===== config.mk =====
export PLATFORM = sky130hd
export DESIGN_NAME = fifo_flag_ctrl
export DESIGN_NICKNAME = d
export VERILOG_FILES = /design/src/rtl/fifo_flag_ctrl.sv
export SDC_FILE = /design/constraint.sdc
export NUM_CORES = 1
export LEC_CHECK = 0
export BUFFER_PORTS_ARGS = -buffer_cell sky130_fd_sc_hd__clkbuf_2
export CORE_AREA = 2 2 49 63
export CTS_CLUSTER_DIAMETER = 40
export CTS_CLUSTER_SIZE = 20
export DETAILED_ROUTE_END_ITERATION = 12
export DIE_AREA = 0 0 51 65
export PLACE_DENSITY_LB_ADDON = 0.05
export SLEW_MARGIN = 10
export SYNTH_ARGS = -nofsm -noshare
export SYNTH_HDL_FRONTEND = slang
export SYNTH_SLANG_ARGS = --single-unit

===== constraint.sdc =====
create_clock -name clk_in -period 1.74 [get_ports clk_in]
set_input_delay 0.348 -clock clk_in [delete_from_list [all_inputs] [get_ports clk_in]]
set_output_delay 0.348 -clock clk_in [all_outputs]
set_load 0.005 [all_outputs]

===== src/rtl/fifo_flag_ctrl.sv =====
// FIFO status side: tracks occupancy from the write/read fire strobes and
// returns registered full/empty, almost flags, sticky error flags and a pointer check.
module fifo_flag_ctrl #(
  parameter int OSTD_NUM   = 8,
  parameter int PTR_SIZE   = 3,
  parameter int AFULL_THR  = 6,
  parameter int AEMPTY_THR = 2
) (
  input  logic                clk_in,
  input  logic                sreset,
  input  logic                wr_req,
  input  logic                rd_req,
  input  logic                wr_fire,
  input  logic                rd_fire,
  input  logic [PTR_SIZE-1:0] wr_ptr,
  input  logic [PTR_SIZE-1:0] rd_ptr,
  input  logic                err_clr,
  output logic                full,
  output logic                empty,
  output logic                almost_full,
  output logic                almost_empty,
  output logic [PTR_SIZE:0]   fill_level,
  output logic                overflow_err,
  output logic                underflow_err,
  output logic                ptr_mismatch
);

  localparam logic [PTR_SIZE:0] FULL_LVL   = (PTR_SIZE+1)'(OSTD_NUM);
  localparam logic [PTR_SIZE:0] AFULL_LVL  = (PTR_SIZE+1)'(AFULL_THR);
  localparam logic [PTR_SIZE:0] AEMPTY_LVL = (PTR_SIZE+1)'(AEMPTY_THR);
  localparam logic [PTR_SIZE:0] ONE        = (PTR_SIZE+1)'(1);

  logic [PTR_SIZE:0]   fill_next;
  logic [PTR_SIZE-1:0] ptr_diff;
  logic                ovf_set;
  logic                unf_set;
  logic                mis_set;

  // Simultaneous fires cancel; a lone fire is ignored at the saturating end.
  always_comb begin
    fill_next = fill_level;
    if (wr_fire && !rd_fire && (fill_level != FULL_LVL))
      fill_next = fill_level + ONE;
    else if (rd_fire && !wr_fire && (fill_level != '0))
      fill_next = fill_level - ONE;
  end

  assign ptr_diff = wr_ptr - rd_ptr;
  assign ovf_set  = (wr_req | wr_fire) & full;
  assign unf_set  = (rd_req | rd_fire) & empty;
  assign mis_set  = (ptr_diff != fill_level[PTR_SIZE-1:0]);

  always_ff @(posedge clk_in) begin
    if (sreset) begin
      fill_level    <= '0;
      full          <= 1'b0;
      empty         <= 1'b1;
      almost_full   <= 1'b0;
      almost_empty  <= 1'b1;
      overflow_err  <= 1'b0;
      underflow_err <= 1'b0;
      ptr_mismatch  <= 1'b0;
    end else begin
      fill_level    <= fill_next;
      full          <= (fill_next == FULL_LVL);
      empty         <= (fill_next == '0);
      almost_full   <= (fill_next >= AFULL_LVL);
      almost_empty  <= (fill_next <= AEMPTY_LVL);
      // A set condition in the clear cycle wins over err_clr.
      overflow_err  <= ovf_set | (overflow_err  & ~err_clr);
      underflow_err <= unf_set | (underflow_err & ~err_clr);
      ptr_mismatch  <= mis_set | (ptr_mismatch  & ~err_clr);
    end
  end

endmodule


Word level (Yosys, flattened, before mapping)

Cells that the tools add are included.

Input port bits: 13
Output and inout bits: 11
Word-level logic and storage cells: 37
Register bits: 11

Reduce and logical (&&, ||, !) cells: 8
Order comparisons: 2
Equality and inequality tests: 3
Muxes and demuxes: 2
Bitwise logic cells: 11
Add/subtract/negate cells: 3

Operators by type and width:

| operator                                                                          | number |
|---|---|
| 4-bit two-way mux                                                                 | 2 |
| 1-bit bitwise AND                                                                 | 5 |
| 1-bit OR                                                                          | 5 |
| 4-bit by 1-bit adder with 4-bit output (second input constant)                    | 1 |
| 4-bit equality test (second input constant)                                       | 1 |
| 4-bit by 3-bit >= comparator with 1-bit output (second input constant)            | 1 |
| 4-bit by 2-bit less-or-equal comparator with 1-bit output (second input constant) | 1 |
| 1-bit logical AND                                                                 | 4 |
| 4-bit logical NOT                                                                 | 1 |
| 4-bit inequality test (second input constant)                                     | 1 |
| 4-bit nonzero test                                                                | 1 |
| 4-bit by 1-bit subtractor with 4-bit output (second input constant)               | 1 |
| 3-bit inequality test                                                             | 1 |
| 3-bit subtractor                                                                  | 1 |
| 1-bit logical NOT                                                                 | 2 |
| 1-bit inverter                                                                    | 1 |

Logic depth before layout (Yosys ltp)

Gate-level depths: netlist (run 1).

Depth in word-level cells: 6
Depth in mapped cells: 7
Depth with buffers taken out: 7

Least setup slack after synthesis (run 1)

Ideal clock, no wire load.

Path kind: reg-to-reg
Start: reg fill_level[0]
End: reg almost_empty
Data arrival time: 1,757 ps
Slack: -139 ps
Buffers on the path: 0
Required time: 1,618 ps
Period minus slack after synthesis: 1,879 ps
Library setup time: 122 ps
Stages on the path, launching flop included: 8
Cells stage by stage: dfxtp_1 > inv_1 > ha_1 > and3b_4 > or3b_1 > a311o_1 > nor2_1 > nor3_1

Longest elaborated chain between the ends: 5
Elaborated cells between the ends (all ways): 9
Classes of those cells: add/sub (2); order compare (1); eq/ne (1); mux (2); reduce/logical (3)

Ends and longest elaborated chain:

| element                                                                                             | line | RTL |
|---|---|---|
| start, declared                                                                                     | 22   | `output logic [PTR_SIZE:0] fill_level,` |
| start signal, assigned                                                                              | 64   | `fill_level <= fill_next;` |
| parallel branches: the longest is 3 deep, another holds 4-bit by 1-bit subtractor with 4-bit output | --   |  |
| 4-bit two-way mux *                                                                                 | 42   | `if (wr_fire && !rd_fire && (fill_level != FULL_LVL))` |
| 4-bit by 2-bit less-or-equal comparator with 1-bit output *                                         | 68   | `almost_empty <= (fill_next <= AEMPTY_LVL);` |
| end signal, assigned                                                                                | 68   |  |
| end, declared                                                                                       | 21   | `output logic almost_empty,` |

Every way passes the cells marked *.
A chain may end at the register's enable or synchronous reset.

Worst setup path after layout (run 1)

Same ends and word-level chain as after synthesis.

==> results.json, run 1 <==
{
  "drt_iter0_drc": 12,
  "ys_seq_area_share_pct": 33.5,
  "first_global_vias": 629,
  "synth_nets": 90,
  "die_area_um2": 3320,
  "design_area_um2": 998,
  "place_area_um2": 887,
  "clkPwrFrac_pct": 20.0,
  "p_per_area_nw_per_um2": 839,
  "ys_types": 36,
  "netlist_area_um2": 657,
  "start_kind": "flop",
  "drtPass1Iterations": 3,
  "wl_per_cell_um": 11.4,
  "grt_setup_unrepaired": "yes",
  "h-tree-depth": 1,
  "ys_ff_latch": 11,
  "combPwrFrac_pct": 43.0,
  "post-route-min-period_ns": 1.75,
  "yosys.area.top_type": "dfxtp_1",
  "worst_ir_drop_vdd_uv": 422,
  "hold_class": "in2reg",
  "setup_viol": 1,
  "antenna_found_initial": 0,
  "arrival_ns": 1.89,
  "grt_start_max_net_pins": 9,
  "viasPerCell": 4.52,
  "netlist.area_leader.share_pct": 33.5,
  "path_clk_slew_ns": 0.07,
  "max_freq_ghz": 0.572,
  "avgSynthCellArea_um2": 9.00,
  "final_nets": 130,
  "clock_path_buffers": 2,
  "placementRows": 22,
  "drc": 0,
  "grt_pass1_wl_um": 2730,
  "min_period_over_period_pct": 100,
  "maxCapViolations": 0,
  "power.internal_mw": 0.574,
  "relSlewSlack_pct": 76.2,
  "initial_utilization_pct": 23.6,
  "area_growth_pct": 52.0,
  "n_antenna_cell": 0,
  "dieHeight_um": 65,
  "ys.warnings.count": 0,
  "drt_wl_total_um": 1680,
  "die_x_um": 51,
  "syn_inst": 73,
  "p_seq_share_pct": 37.0,
  "cp.required_ns": 1.88,
  "status": "finished, violations left",
  "cts_tree": "yes",
  "fin_ws_ns": -0.00767,
  "postRouteAntennaNets": 0,
  "port_buffers": 23,
  "numClockSinks": 11,
  "synth_area_leaders": "dfxtp_1, ha_1, inv_1, xnor2_1, xor2_1",
  "io_pins": 24,
  "layout_commonest_cell": "clkbuf_2",
  "hold_viol": 0,
  "crit_type": "reg2reg",
  "switching_share_pct": 31.5,
  "p_sw_mw": 0.264,
  "layout_common_cells": "clkbuf_2, buf_4, dfxtp_1, inv_1, a21oi_1",
  "violations": "negative setup slack",
  "crit_fanout": 3,
  "grt_usage_pct": 11.0,
  "p_leak_nw": 0.446,
  "vias": 669,
  "place.gp.congestion": 0.678,
  "place_hpwl_um": 1390,
  "drv_slew": 0,
  "max_slew.worst_pin.slew_ns": 0.354,
  "worstSetupEndpointType": "flop",
  "cts_made_buffers": 3,
  "skew_ns": 0.00815,
  "drive_gt1_share_pct": 48.2,
  "grt_overflow_total": 0,
  "ctsRootBufferMaster": "clkbuf_4",
  "tns_ns": -0.00767,
  "core_um2": 2780,
  "clock_latency_ns": 0.26,
  "hold_buffers": 0
}
==> cells by family after synthesis <==
| family | count (synthesis) | synth area share (%) |
|---|---|---|
| flip-flops | 11 | 33.5 |
| adder cells (fa/ha/maj) | 4 | 8.76 |
| AND/OR/NAND/NOR | 25 | 25.9 |
| XOR/XNOR | 6 | 8.00 |
| buffers and inverters | 10 | 6.86 |
| AO/OA/AOI/OAI | 17 | 17.0 |
==> synth_stat cells <==
cell type / number
or2b_1: 1
a311o_1: 1
and3b_4: 1
and4bb_2: 1
a31oi_1: 1
xnor2_1: 3
nand3b_1: 1
nor4b_1: 1
a21oi_1: 5
xor2_1: 3
o32ai_1: 1
or2_2: 1
or3b_1: 1
o21bai_1: 1
nand2b_1: 2
ha_1: 3
nand2_1: 2
nor3b_1: 1
o2bb2ai_1: 1
o22ai_1: 1
nor2b_1: 1
inv_1: 8
nor4_1: 1
nor3b_4: 1
or3_1: 1
and3_1: 1
buf_6: 1
a211oi_1: 2
nor2_1: 4
dfxtp_1: 11
o21ai_0: 3
fa_1: 1
o22a_1: 1
nor3_1: 3
clkbuf_1: 1
nand3_1: 1
==> registers in the layout, indices dropped and copies added (netlist names) <==
signal         cells
overflow_err       1
full               1
underflow_err      1
almost_empty       1
empty              1
ptr_mismatch       1
almost_full        1
fill_level         4
==> power groups by stage <==
stage               Sequential [mW]  Combinational (mW)  Clock (mW)
floorplan                     0.324               0.156           0
global placement              0.313               0.302           0
detailed placement            0.314               0.300           0
CTS                           0.310               0.338       0.179
global route                  0.315               0.402       0.191
finish                        0.310               0.360       0.168
==> final timing paths <==
check / start / slack [ns] / end / depth (start not counted)
setup reg to reg: fill_level[0] / -0.008 / almost_empty / 7
hold / removal: err_clr / 0.37 / underflow_err / 4
setup / recovery: fill_level[0] / -0.008 / almost_empty / 7
hold reg to reg: overflow_err / 0.45 / overflow_err / 2
==> per-stage QoR <==
| step | power [mW] | hold WS, ns | cells | setup WS (ns) | utilization, % |
|---|---|---|---|---|---|
| final | 0.838 | 0.371 | 148 | -0.00767 | 35.9 |
| after global routing | 0.908 | 0.391 | 148 | -0.103 | 35.9 |
| after CTS | 0.827 | 0.371 | 148 | -0.0464 | 34.7 |
| after detailed placement | 0.614 | 0.448 | 140 | -0.0491 | 31.9 |
| after global placement | 0.615 | 0.439 | 140 | -0.0891 | 31.9 |
| after floorplan | 0.479 | 0.448 | 73 | 0.000880 | - |
==> routing by layer <==
metal	vias to the layer above	share of wire, %	track usage, %	wire length, µm
li1	337	-	-	-
met1	311	41	12.5	691
met2	19	53	19.8	887
met3	2	4.9	2.76	82
met4	0	1.1	3.04	19
met5	-	0	0	0
==> area by class of cell <==
cell class,count,area [µm²]
Multi-Input combinational cell,52,452
Sequential cell,11,225
Tap cell,36,45.0
Fill cell,302,1780
Clock buffer,4,26.3
Timing Repair Buffer,37,220
Inverter,8,30.0
==> timing repair <==
| item | CTS | global route |
|---|---|---|
| resized for setup | 5 | 6 |
| pin swaps | 5 | 6 |
| buffers inserted | 4 | 0 |
| endpoints found under the setup margin | 2 | 5 |
==> worst max-delay path: stages (launching register included) <==
cell and delay [ns]:
dfxtp_4 0.35, inv_2 0.04, ha_4 0.15, nor3b_4 0.15
or3_1 0.38, a311o_1 0.40, nor2_1 0.11, nor3_1 0.05
(Power assumes the default switching activity.)
==> run 2, diff against run 1 <==
Settings changed: CORE_AREA 2 2 49 63 to 2 2 55 57, DIE_AREA 0 0 51 65 to 0 0 57 59.
==> results.json, run 2 (synthesis gave the netlist of run 1 again) <==
{
  "status": "finished, final reports clean",
  "viasPerCell": 4.69,
  "die_x_um": 57,
  "clock_path_buffers": 2,
  "grt_start_max_net_pins": 10,
  "cts_made_buffers": 3,
  "drc": 0,
  "h-tree-depth": 1,
  "wl_per_cell_um": 13.0,
  "path_clk_slew_ns": 0.07,
  "place.gp.congestion": 0.797,
  "postRouteAntennaNets": 0,
  "placementRows": 19,
  "cts_tree": "yes",
  "p_leak_nw": 0.438,
  "grt_usage_pct": 11.8,
  "max_slew.worst_pin.slew_ns": 0.306,
  "core_um2": 2710,
  "start_kind": "flop",
  "dieHeight_um": 59,
  "hold_viol": 0,
  "grt_overflow_total": 0,
  "drv_slew": 0,
  "relSlewSlack_pct": 79.4,
  "layout_common_cells": "clkbuf_2, buf_4, dfxtp_1, inv_1, a21oi_1",
  "vias": 657,
  "first_global_vias": 639,
  "post-route-min-period_ns": 1.73,
  "min_period_over_period_pct": 99.3,
  "total_power_mw": 0.828,
  "crit_fanout": 4,
  "max_freq_ghz": 0.579,
  "grt_pass1_wl_um": 3010,
  "drt_wl_total_um": 1820,
  "drt_iter0_drc": 18,
  "area_growth_pct": 47.8,
  "dp.cells": 132,
  "numClockSinks": 11,
  "port_buffers": 23,
  "grt_setup_unrepaired": "yes",
  "drive_gt1_share_pct": 48.6,
  "tns_ns": 0,
  "hold_class": "in2reg",
  "arrival_ns": 1.93,
  "final_nets": 127,
  "setup_viol": 0,
  "die_area_um2": 3360,
  "p_per_area_nw_per_um2": 852,
  "initial_utilization_pct": 24.2,
  "drtPass1Iterations": 4,
  "worst_ir_drop_vdd_uv": 411,
  "skew_ns": 0.000969,
  "crit_type": "reg2reg",
  "n_antenna_cell": 0,
  "worstSetupEndpointType": "flop",
  "ctsRootBufferMaster": "clkbuf_4",
  "top_register": "fill_level",
  "place_hpwl_um": 1340,
  "io_pins": 24,
  "finalNonFillerCells": 140,
  "largest_reg_flops": 4,
  "cp.required_ns": 1.94,
  "clock_latency_ns": 0.26,
  "maxCapViolations": 0,
  "whs_ns": 0.365,
  "antenna_found_initial": 0,
  "layout_commonest_cell": "clkbuf_2"
}
[run 2: worst paths after layout]
path	startpoint	to	slack (ns)	cells past startpoint
min	err_clr	underflow_err	0.37	4
min reg2reg	overflow_err	overflow_err	0.46	2
max reg2reg	fill_level[1]	almost_full	0.01	7
max	fill_level[1]	almost_full	0.01	7
[run 2: metrics by stage]
stage | instance area (µm²) | utilization [%] | setup slack, ns
5_1_grt | 971 | 35.8 | -0.0853
3_3_place_gp | 858 | 31.7 | -0.0321
6_report | 971 | 35.8 | 0.0121
2_1_floorplan | 667 | - | 0.000880
4_1_cts | 927 | 34.2 | -0.0258
3_5_place_dp | 858 | 31.7 | -0.0304
[run 2: final cells by class]
cell class,count,area (µm²)
Clock buffer,4,26.3
Timing Repair Buffer,34,198
Fill cell,307,1740
Tap cell,31,38.8
Inverter,8,30.0
Multi-Input combinational cell,52,453
Sequential cell,11,225
[run 2: worst max-delay path, cell delays in order (launching register included)]
cell and delay, ns:
dfxtp_2 0.33, inv_2 0.05, ha_4 0.16, nor3b_4 0.16, or3_1 0.34, a311o_1 0.38, buf_4 0.15, o21bai_1 0.10
[run 2: what timing repair did]
action | CTS | global route
pin swaps | 5 | 5
endpoints found under the hold margin | 0 | 0
hold buffers | 0 | 0
buffers inserted | 3 | 1
setup endpoints to repair | 2 | 4
resized for setup | 5 | 7
[run 2: where the power goes]
part	leakage (nW)	internal (mW)	total, mW	switching (mW)
Sequential	0.0918	0.289	0.308	0.0191
Combinational	0.331	0.182	0.347	0.165
Clock	0.0150	0.0887	0.172	0.0838
Total	0.438	0.560	0.828	0.268
[run 2: routing by layer]
metal | global-route usage [%] | up-vias | wire [µm]
met4 | 4.98 | 0 | 33
met1 | 15.9 | 307 | 797
met3 | 2.62 | 4 | 126
met5 | 0 | - | 0
li1 | - | 327 | -
met2 | 18.4 | 19 | 866
